`src/rtl/move_validator_if.sv`:
```
// Request/verdict bundle between the player-movement FSM (master) and the
// collision responder (slave).
interface move_validator_if;
    logic         start;
    logic [0:127] grid_color;
    logic [9:0]   x_pos;
    logic [9:0]   y_pos;
    logic [9:0]   width;
    logic [9:0]   height;
    logic [1:0]   l_r;
    logic [1:0]   u_d;
    logic         done;
    logic         move_is_valid;
    logic         busy;

    modport master (
        output start, grid_color, x_pos, y_pos, width, height, l_r, u_d,
        input  done, move_is_valid, busy
    );

    modport slave (
        input  start, grid_color, x_pos, y_pos, width, height, l_r, u_d,
        output done, move_is_valid, busy
    );
endinterface

```
`src/rtl/move_validator.sv`:
```
// Collision responder: steps the player rectangle one pixel, bounds-checks it
// against the 8x8 map and scans every overlapped cell for walls.
module move_validator #(
    parameter int CELL_SIZE = 60,
    parameter int GRID_X0   = 80,
    parameter int GRID_Y0   = 0
) (
    input logic             clk,
    input logic             rst,
    move_validator_if.slave bus
);

    localparam logic signed [11:0] X_MIN = 12'(GRID_X0);
    localparam logic signed [11:0] Y_MIN = 12'(GRID_Y0);
    localparam logic signed [11:0] X_MAX = 12'(GRID_X0 + 8 * CELL_SIZE - 1);
    localparam logic signed [11:0] Y_MAX = 12'(GRID_Y0 + 8 * CELL_SIZE - 1);
    localparam logic [9:0]         CS    = 10'(CELL_SIZE);

    typedef enum logic [2:0] {
        S_IDLE,
        S_LATCH,
        S_BOUNDS,
        S_DIVIDE,
        S_SCAN,
        S_DONE
    } state_t;

    state_t state;
    state_t next_state;

    logic [0:127] grid_q;
    logic [9:0]   x_q;
    logic [9:0]   y_q;
    logic [9:0]   w_q;
    logic [9:0]   h_q;
    logic [1:0]   lr_q;
    logic [1:0]   ud_q;

    logic signed [11:0] nx;
    logic signed [11:0] ny;
    logic signed [11:0] ex;
    logic signed [11:0] ey;
    logic signed [11:0] nx_calc;
    logic signed [11:0] ny_calc;
    logic signed [11:0] ex_calc;
    logic signed [11:0] ey_calc;

    logic [9:0] div_c0;
    logic [9:0] div_c1;
    logic [9:0] div_r0;
    logic [9:0] div_r1;
    logic [2:0] q_c0;
    logic [2:0] q_c1;
    logic [2:0] q_r0;
    logic [2:0] q_r1;

    logic [2:0] row;
    logic [2:0] col;

    logic done_q;
    logic valid_q;

    logic       out_of_bounds;
    logic       ge_c0;
    logic       ge_c1;
    logic       ge_r0;
    logic       ge_r1;
    logic       any_ge;
    logic [5:0] cell_idx;
    logic [1:0] cell_code;
    logic       last_cell;
    logic       verdict_load;
    logic       verdict_value;

    // One-pixel step in each axis; 0 and 3 leave the coordinate unchanged.
    always_comb begin
        nx_calc = $signed({2'b00, x_q});
        ny_calc = $signed({2'b00, y_q});
        if (lr_q == 2'd1) begin
            nx_calc = $signed({2'b00, x_q}) + 12'sd1;
        end else if (lr_q == 2'd2) begin
            nx_calc = $signed({2'b00, x_q}) - 12'sd1;
        end
        if (ud_q == 2'd1) begin
            ny_calc = $signed({2'b00, y_q}) + 12'sd1;
        end else if (ud_q == 2'd2) begin
            ny_calc = $signed({2'b00, y_q}) - 12'sd1;
        end
        ex_calc = nx_calc + $signed({2'b00, w_q}) - 12'sd1;
        ey_calc = ny_calc + $signed({2'b00, h_q}) - 12'sd1;
    end

    assign out_of_bounds = (nx < X_MIN) || (ny < Y_MIN) ||
                           (ex > X_MAX) || (ey > Y_MAX) ||
                           (w_q == 10'd0) || (h_q == 10'd0);

    assign ge_c0  = (div_c0 >= CS);
    assign ge_c1  = (div_c1 >= CS);
    assign ge_r0  = (div_r0 >= CS);
    assign ge_r1  = (div_r1 >= CS);
    assign any_ge = ge_c0 || ge_c1 || ge_r0 || ge_r1;

    // Cell i occupies map bits 2i (msb) and 2i+1 (lsb).
    assign cell_idx  = {row, col};
    assign cell_code = {grid_q[{cell_idx, 1'b0}], grid_q[{cell_idx, 1'b1}]};
    assign last_cell = (row == q_r1) && (col == q_c1);

    always_ff @(posedge clk or negedge rst) begin
        if (!rst) begin
            state <= S_IDLE;
        end else begin
            state <= next_state;
        end
    end

    always_comb begin
        next_state    = state;
        verdict_load  = 1'b0;
        verdict_value = 1'b0;
        case (state)
            S_IDLE: begin
                if (bus.start) begin
                    next_state = S_LATCH;
                end
            end
            S_LATCH: begin
                next_state = S_BOUNDS;
            end
            S_BOUNDS: begin
                if (out_of_bounds) begin
                    next_state    = S_DONE;
                    verdict_load  = 1'b1;
                    verdict_value = 1'b0;
                end else begin
                    next_state = S_DIVIDE;
                end
            end
            S_DIVIDE: begin
                if (!any_ge) begin
                    next_state = S_SCAN;
                end
            end
            S_SCAN: begin
                if (cell_code != 2'd0) begin
                    next_state    = S_DONE;
                    verdict_load  = 1'b1;
                    verdict_value = 1'b0;
                end else if (last_cell) begin
                    next_state    = S_DONE;
                    verdict_load  = 1'b1;
                    verdict_value = 1'b1;
                end
            end
            S_DONE: begin
                if (!bus.start) begin
                    next_state = S_IDLE;
                end
            end
            default: begin
                next_state = S_IDLE;
            end
        endcase
    end

    // Datapath: the request is snapshotted in IDLE so later input changes are ignored.
    always_ff @(posedge clk or negedge rst) begin
        if (!rst) begin
            grid_q  <= '0;
            x_q     <= '0;
            y_q     <= '0;
            w_q     <= '0;
            h_q     <= '0;
            lr_q    <= '0;
            ud_q    <= '0;
            nx      <= '0;
            ny      <= '0;
            ex      <= '0;
            ey      <= '0;
            div_c0  <= '0;
            div_c1  <= '0;
            div_r0  <= '0;
            div_r1  <= '0;
            q_c0    <= '0;
            q_c1    <= '0;
            q_r0    <= '0;
            q_r1    <= '0;
            row     <= '0;
            col     <= '0;
            done_q  <= 1'b0;
            valid_q <= 1'b0;
        end else begin
            case (state)
                S_IDLE: begin
                    if (bus.start) begin
                        grid_q <= bus.grid_color;
                        x_q    <= bus.x_pos;
                        y_q    <= bus.y_pos;
                        w_q    <= bus.width;
                        h_q    <= bus.height;
                        lr_q   <= bus.l_r;
                        ud_q   <= bus.u_d;
                    end
                end
                S_LATCH: begin
                    nx <= nx_calc;
                    ny <= ny_calc;
                    ex <= ex_calc;
                    ey <= ey_calc;
                end
                S_BOUNDS: begin
                    if (!out_of_bounds) begin
                        div_c0 <= 10'(nx - X_MIN);
                        div_c1 <= 10'(ex - X_MIN);
                        div_r0 <= 10'(ny - Y_MIN);
                        div_r1 <= 10'(ey - Y_MIN);
                        q_c0   <= '0;
                        q_c1   <= '0;
                        q_r0   <= '0;
                        q_r1   <= '0;
                    end
                end
                S_DIVIDE: begin
                    if (any_ge) begin
                        if (ge_c0) begin
                            div_c0 <= div_c0 - CS;
                            q_c0   <= q_c0 + 3'd1;
                        end
                        if (ge_c1) begin
                            div_c1 <= div_c1 - CS;
                            q_c1   <= q_c1 + 3'd1;
                        end
                        if (ge_r0) begin
                            div_r0 <= div_r0 - CS;
                            q_r0   <= q_r0 + 3'd1;
                        end
                        if (ge_r1) begin
                            div_r1 <= div_r1 - CS;
                            q_r1   <= q_r1 + 3'd1;
                        end
                    end else begin
                        row <= q_r0;
                        col <= q_c0;
                    end
                end
                S_SCAN: begin
                    if (cell_code == 2'd0 && !last_cell) begin
                        if (col == q_c1) begin
                            col <= q_c0;
                            row <= row + 3'd1;
                        end else begin
                            col <= col + 3'd1;
                        end
                    end
                end
                default: begin
                end
            endcase

            done_q <= (next_state == S_DONE);
            if (verdict_load) begin
                valid_q <= verdict_value;
            end
        end
    end

    assign bus.done          = done_q;
    assign bus.move_is_valid = valid_q;
    assign bus.busy          = (state != S_IDLE);

endmodule
```
`src/flat_wrapper.sv`:
```
// flat-port wrapper written by rule: the top's interface ports become plain ports
module move_validator_flat 
#(
    parameter int CELL_SIZE = 60,
    parameter int GRID_X0   = 80,
    parameter int GRID_Y0   = 0
)
  (clk, rst, bus_start, bus_grid_color, bus_x_pos, bus_y_pos, bus_width, bus_height, bus_l_r, bus_u_d, bus_done, bus_move_is_valid, bus_busy);
  move_validator_if bus_i ();
  input logic clk;
  input logic rst;
  input wire logic [$bits(bus_i.start)-1:0] bus_start;
  input wire logic [$bits(bus_i.grid_color)-1:0] bus_grid_color;
  input wire logic [$bits(bus_i.x_pos)-1:0] bus_x_pos;
  input wire logic [$bits(bus_i.y_pos)-1:0] bus_y_pos;
  input wire logic [$bits(bus_i.width)-1:0] bus_width;
  input wire logic [$bits(bus_i.height)-1:0] bus_height;
  input wire logic [$bits(bus_i.l_r)-1:0] bus_l_r;
  input wire logic [$bits(bus_i.u_d)-1:0] bus_u_d;
  output wire logic [$bits(bus_i.done)-1:0] bus_done;
  output wire logic [$bits(bus_i.move_is_valid)-1:0] bus_move_is_valid;
  output wire logic [$bits(bus_i.busy)-1:0] bus_busy;
  assign bus_i.start = bus_start;
  assign bus_i.grid_color = bus_grid_color;
  assign bus_i.x_pos = bus_x_pos;
  assign bus_i.y_pos = bus_y_pos;
  assign bus_i.width = bus_width;
  assign bus_i.height = bus_height;
  assign bus_i.l_r = bus_l_r;
  assign bus_i.u_d = bus_u_d;
  assign bus_done = bus_i.done;
  assign bus_move_is_valid = bus_i.move_is_valid;
  assign bus_busy = bus_i.busy;
  move_validator #(.CELL_SIZE(CELL_SIZE), .GRID_X0(GRID_X0), .GRID_Y0(GRID_Y0)) u_core (.clk(clk), .rst(rst), .bus(bus_i));
endmodule
```
`config.mk`:
```
export PLATFORM = sky130hd
export DESIGN_NAME = move_validator_flat
export DESIGN_NICKNAME = d
export VERILOG_FILES = /design/src/rtl/move_validator_if.sv /design/src/rtl/move_validator.sv /design/src/flat_wrapper.sv
export SDC_FILE = /design/constraint.sdc
export NUM_CORES = 1
export LEC_CHECK = 0
export CAP_MARGIN = 20
export CORE_MARGIN = 2
export CORE_UTILIZATION = 51
export CTS_CLUSTER_DIAMETER = 150
export DETAILED_ROUTE_END_ITERATION = 16
export GPL_ROUTABILITY_DRIVEN = 0
export PLACE_DENSITY = 0.8
export SLEW_MARGIN = 20
export SYNTH_ARGS = -nofsm -noshare
export SYNTH_HDL_FRONTEND = slang
export SYNTH_SLANG_ARGS = --single-unit
```
`constraint.sdc`:
```
create_clock -name clk -period 2.8 [get_ports clk]
set_clock_uncertainty 0.05 [all_clocks]
set_input_delay 0.56 -clock clk [delete_from_list [all_inputs] [get_ports clk]]
set_output_delay 0.56 -clock clk [all_outputs]
set_load 0.01 [all_outputs]
```
==> impl_metrics.yaml <==
timing:
  relSlewSlack: 0.4879
  finalCritPeriodShare: 1.160
  fin_crit_ns: 3.249
  hold_viol: 0
  drv_slew: 0
  timing.final.setup_violations: 14
  fmax_mhz: 307.8
  rsz0062_at_grt: "true"
  worst_slack_ns: -0.4491
  tightest_slew_ns: 0.7682
routing:
  route.detailed.drc: 0
  dr.pass1.iters: 5
  vias: 11458
  wl_per_cell_um: 18.76
  vias_per_cell: 5.669
  drtAntennaViolNets: 0
  wl_um: 37920
  drtIter0Drc: 882
cells_and_area:
  layout-drive-gt1-share: 0.2060
  nNetsFinal: 1892
  fill_cells: 1835
  utilization: 0.7011
  finalInstanceArea_mm2: 0.01895
  synthToLayoutAreaGrowth_pct: 34.81
  antenna_cells: 0
worst_setup_path:
  critPathRequiredTime_ns: 3.16
  slowest_stage: "fa_2"
  critPathBufInv: 3
  ff2ff_setup_slack_ns: -0.45
  criticalPathCategory: "reg -> reg"
  cp-end-kind: "register"
  reg2reg_depth: 17
  r2r_start: "u_core.lr_q[1]"
  start_kind: "register"
  crit_chain: "buf_6, nor2b_4, o211ai_1, o31a_1, ha_1, inv_2, ha_4, inv_2, fa_2, nor2b_4, o21ai_2, a21boi_2, o21ai_2, a21boi_2, a31oi_1, xnor2_1, o21ai_1"
  slowest_delay_ns: 0.42
  crit_family: "compound AO/OA/AOI/OAI gates"
  crit_fanout: 5
  arrival_ns: 3.61
  r2r_end: "u_core.ex[11]"
logic_synthesis:
  ys_ff_latch: 268
  yosys_warnings: 0
  synth_fp_nets: 1576
  synth_cells: 1341
  ys_top_cells_by_area: "dfrtp_1 (48%), mux2_1 (12%), ha_1 (5.2%), mux2i_1 (3.8%), o21ai_1 (3.5%)"
  ys_types: 62
  syn-mean-instance-area_um2: 10.48
  synth_top_area_share: 0.4772
  yosys-top-cells-count: "dfrtp_1 (268), mux2_1 (147), nand2_1 (130)"
  synth_most_common_cell: "dfrtp_1"
  ys.flop_type: "dfrtp_1"
  ys_seq_area_frac: 0.4772
  synth_top_cell_by_area: "dfrtp_1"
  synth_edf_count: 0
  synthArstFlopShare: 1.000
  synthesis.area_mm2: 0.01405
floorplanning:
  core-area_mm2: 0.02703
  die-area_mm2: 0.02890
  rows: 60
  io_pins: 178
  dieWidth_um: 170.0
  start_util: 0.5200
  die_h_um: 170.0
pwr:
  p_leak_nw: 8.259
  vdd_ir_drop_max_mv: 0.8590
  powerDensity_mw_per_mm2: 1435
clock_network:
  cts_root_buf: "clkbuf_16"
  cts_tree: "done"
  numCtsBuffers: 29
  cts.reportedPaths.clkPinSlew_ns: 0.07
  cts.sinks: 268
  clk_path_buf_depth: 3
  cts_max_level: 1
  clk_latency_ns: 0.55
job:
  drv_cap: 0
min_path:
  whs_path_depth: 1
  min_to: "u_core.grid_q[83]"
  min-delay-path-class: "reg -> reg"
  min_from: "u_core.grid_q[83]"
global_routing:
  grt_pass1_vias: 11572
  grt_pass1_wl_um: 57370
  grt_use_total: 0.2467
  grt_max_degree: 65
  grt-ovfl-total: 0
  antenna_found_initial: 0
placement:
  postPlaceCellArea_mm2: 0.01716
  dp_hpwl_um: 25400
  place_ws_ns: -0.4715
  portBuffers: 177
run_status:
  run_status: "finished with violations"
  violations: "setup timing"
==> metal layers <==
metal,GRT usage,share of wire,routed length (um),vias to the layer above
li1,-,-,-,5343
met1,0.3226,0.41,15660,5667
met2,0.4257,0.51,19260,345
met3,0.02884,0.041,1561,103
met4,0.08844,0.038,1430,0
met5,0,0,0,-
==> worst max path at each step <==
stage,start,to,depth (start not counted)
CTS,u_core.x_q[1],u_core.ex[11],16
global placement,u_core.lr_q[0],u_core.ex[10],14
finish,u_core.lr_q[1],u_core.ex[11],17
detailed placement,u_core.lr_q[0],u_core.ex[11],16
global route,u_core.ud_q[1],u_core.ey[11],15
floorplan,u_core.x_q[1],u_core.ex[11],16
==> kinds of logic (layout without fill, tap and decap cells) <==
family	after synthesis	after routing	synth area share
AO/OA/AOI/OAI	268	268	0.1148
XOR/XNOR	51	51	0.03178
adder cells (fa/ha/maj)	60	60	0.05448
buffers and inverters	158	496	0.04362
flip-flops	268	268	0.4772
multiplexers	212	212	0.1715
AND/OR/NAND/NOR	324	325	0.1067
==> per-stage QoR <==
step	instances	power (mW)	hold WS [ns]	TNS, ns
finish	2021	27.18	0.4342	-3.177
global route	2021	28.97	0.4428	-5.144
CTS	2008	25.17	0.4366	-1.456
detailed placement	1926	20.03	0.4237	-3.256
global placement	1926	19.42	0.4128	-1.898
floorplan	1341	15.20	0.2144	-0.4865
==> report_power, final <==
part	internal, mW	switching, mW	leakage, nW
clock network	2.19	1.59	0.472
registers	5.81	1.38	3.24
logic	8.31	7.90	4.54
==> cells in the final DEF, fill, tap and decap left out, types with 6 or more instances in the layout <==
master           Yosys  final
a21oi_1             47     42
a22oi_1             30     28
a31oi_1             16     14
and2_1               7      7
and3_1               8      7
buf_12               0      8
buf_4                0    157
buf_6                1      8
clkbuf_16            0     29
clkbuf_8             0      7
clkdlybuf4s50_1      0    176
clkinv_2             0      8
dfrtp_1            268    266
ha_1                58     43
ha_4                 0     12
inv_1               89     75
inv_2                2     15
mux2_1             147    147
mux2i_1             54     54
mux4_2               8      8
nand2_1            130    128
nand2b_1            12     10
nand3_1             24     23
nand4_1             13     13
nor2_1              68     61
nor2_2               0      6
nor2b_1             11      6
nor3_1              19     12
nor4_1               8      7
o21ai_0             21     18
o21ai_1             98     93
o21ai_2              0      8
o22a_1               6      6
o22ai_1             10      9
or3_1                9      6
xnor2_1             22     17
xor2_1              29     26
==> worst reg2reg max path: cells and delay by family, from the launching register on <==
kind            cells  cell delay (ns)
compound gates      8             1.03
fa+ha+maj           3             0.87
flops               1             0.40
simple gates        2             0.31
buf+inv             3             0.25
xor+xnor            1             0.20
==> flip-flops by register name (all words and copies together), names as in the netlist, 9 cells and up <==
| register | count |
|---|---|
| u_core.nx | 10 |
| u_core.ex | 12 |
| u_core.y_q | 10 |
| u_core.h_q | 10 |
| u_core.grid_q | 128 |
| u_core.ey | 10 |
| u_core.ny | 9 |
| u_core.w_q | 10 |
| u_core.x_q | 10 |
==> cell type report <==
type	instances	area, um^2	area share
well taps	341	426.7	0.02252
clock buffers	40	837.1	0.04418
flip-flops and latches	268	6709	0.3541
clock inverters	14	111.4	0.005877
multi-input cells	916	7303	0.3855
repair buffers	351	3216	0.1697
inverters	91	344.1	0.01816
==> what timing repair did <==
| item | in CTS | in global routing |
|---|---|---|
| pin swaps | 31 | 42 |
| hold buffers | 1 | 0 |
| buffers inserted | 26 | 14 |
| setup endpoints to repair | 16 | 52 |
| gates resized for setup | 40 | 71 |
| cloned | 1 | 0 |
| hold endpoints to repair | 59 | 0 |
(Power assumes the default switching activity.)
==> RTL edit: new RTL, same flow settings <==
Encoding of `state_t`: now one-hot (6 bits for 6 states).
--- a/src/rtl/move_validator.sv
+++ b/src/rtl/move_validator.sv
@@ -16,13 +16,13 @@
     localparam logic signed [11:0] Y_MAX = 12'(GRID_Y0 + 8 * CELL_SIZE - 1);
     localparam logic [9:0]         CS    = 10'(CELL_SIZE);
 
-    typedef enum logic [2:0] {
-        S_IDLE,
-        S_LATCH,
-        S_BOUNDS,
-        S_DIVIDE,
-        S_SCAN,
-        S_DONE
+    typedef enum logic [5:0] {
+        S_IDLE   = 6'b000001,
+        S_LATCH  = 6'b000010,
+        S_BOUNDS = 6'b000100,
+        S_DIVIDE = 6'b001000,
+        S_SCAN   = 6'b010000,
+        S_DONE   = 6'b100000
     } state_t;
 
     state_t state;
Formal check against the unedited RTL: no difference found for any inputs over 4 cycles, from zero or initial values and one cycle with rst low; so few cycles prove little.
==> RTL edit against the original RTL <==
- the run still ends with negative setup slack left
- power down 9.7%
- worst setup slack got worse by 0.069 ns
- sequential share of layout area rose by 0.61 points
- first-iteration DRC count decreased by 15%
- sequential cell count grew 3
- worst hold slack improved by 0.00057 ns
- via count fell by 0.38%
- non-clock buffer count is 19 lower
- area after synthesis decreased by 0.44%
- routed wire length down 4.5%
- final area fell by 0.54%
- highest routed layer unchanged
==> RTL edit: results <==
[timing]
finalWorstSetupSlack_ns = -0.518
finalSetupViolCount = 13

[global_routing]
use_met1_pct = 30.7
grt_pass1_wl_mm = 57.2

[layout]
drive_above_1_share_pct = 28.7
nets = 1884

[detailed_routing]
wl_met3_mm = 1.77
drt_iter0_markers = 751
drt_first_pass_iters = 6
routed_wl_mm = 36.2

[status]
failed_checks = negative setup slack
status = finished with violations

[power]
seq_cell_power_mw = 6.99

[yosys]
ys_types = 73
yosysSeqAreaShare_pct = 48.5
synth_common_cells = dfrtp_1 (270), mux2_2 (149), nand2_1 (138), o21ai_0 (110), inv_1 (85)

[critical_path]
r2r_cells = 16
reg2reg_to = u_core.ex[9]
cp.arrival_ns = 3.67
cpMaxStageDelayCell = dfrtp_2
worstPathMaxFanout = 4
path_delay_family = adder cells

[placement]
dp_slack_ns = -0.528

[clocking]
cts_setup_buffers = 22

[worst_hold_path]
worst_hold_path.endpoint = u_core.ex[1]
holdPathStages = 2
-- RTL edit: worst max-delay path by stage --
stage | from | endpoint | slack (ns) | cells after the start
2_1_floorplan | u_core.y_q[1] | u_core.ey[10] | -0.29 | 14
3_3_place_gp | u_core.y_q[1] | u_core.ey[10] | -0.38 | 14
3_5_place_dp | u_core.y_q[1] | u_core.ey[11] | -0.53 | 17
4_1_cts | u_core.y_q[0] | u_core.ey[11] | -0.41 | 15
5_1_grt | u_core.lr_q[1] | u_core.ex[11] | -0.64 | 15
6_report | u_core.x_q[1] | u_core.ex[9] | -0.52 | 16
-- RTL edit: per-stage QoR --
| step | std cells | hold WS [ns] | TNS [ns] | total power, mW |
|---|---|---|---|---|
| 2_1_floorplan | 1350 | 0.214 | -1.25 | 14.0 |
| 3_3_place_gp | 1925 | 0.411 | -2.97 | 17.6 |
| 6_report | 2013 | 0.435 | -4.45 | 24.5 |
| 3_5_place_dp | 1925 | 0.421 | -4.36 | 18.2 |
| 5_1_grt | 2013 | 0.467 | -6.30 | 26.1 |
| 4_1_cts | 2002 | 0.439 | -3.71 | 23.6 |
-- RTL edit: final cells by class --
class	instances	area, um2
diodes	1	2.50
clock buffers	39	836
clock inverters	15	219
fillers	1800	8110
inverters	85	319
multi-input cells	929	7180
flip-flops and latches	271	6790
well taps	341	427
repair buffers	332	3080
-- RTL edit: cell families (layout without fill, tap and decap cells) --
group,after synthesis,count (layout),share of synthesized area (%)
AOI/OAI and AO/OA,267,267,11.7
and+or+nand+nor,390,390,13.8
other,0,1,0
muxes,157,157,12.7
buffers and inverters,150,471,4.47
DFF,271,271,48.5
xor gates and xnor gates,55,55,3.44
adders and majority gates,60,60,5.47
-- RTL edit: worst min-delay path, stage by stage (launching register included) --
cell	delay, ns
dfrtp_1	0.34
nand2_1	0.05
nand2_1	0.05
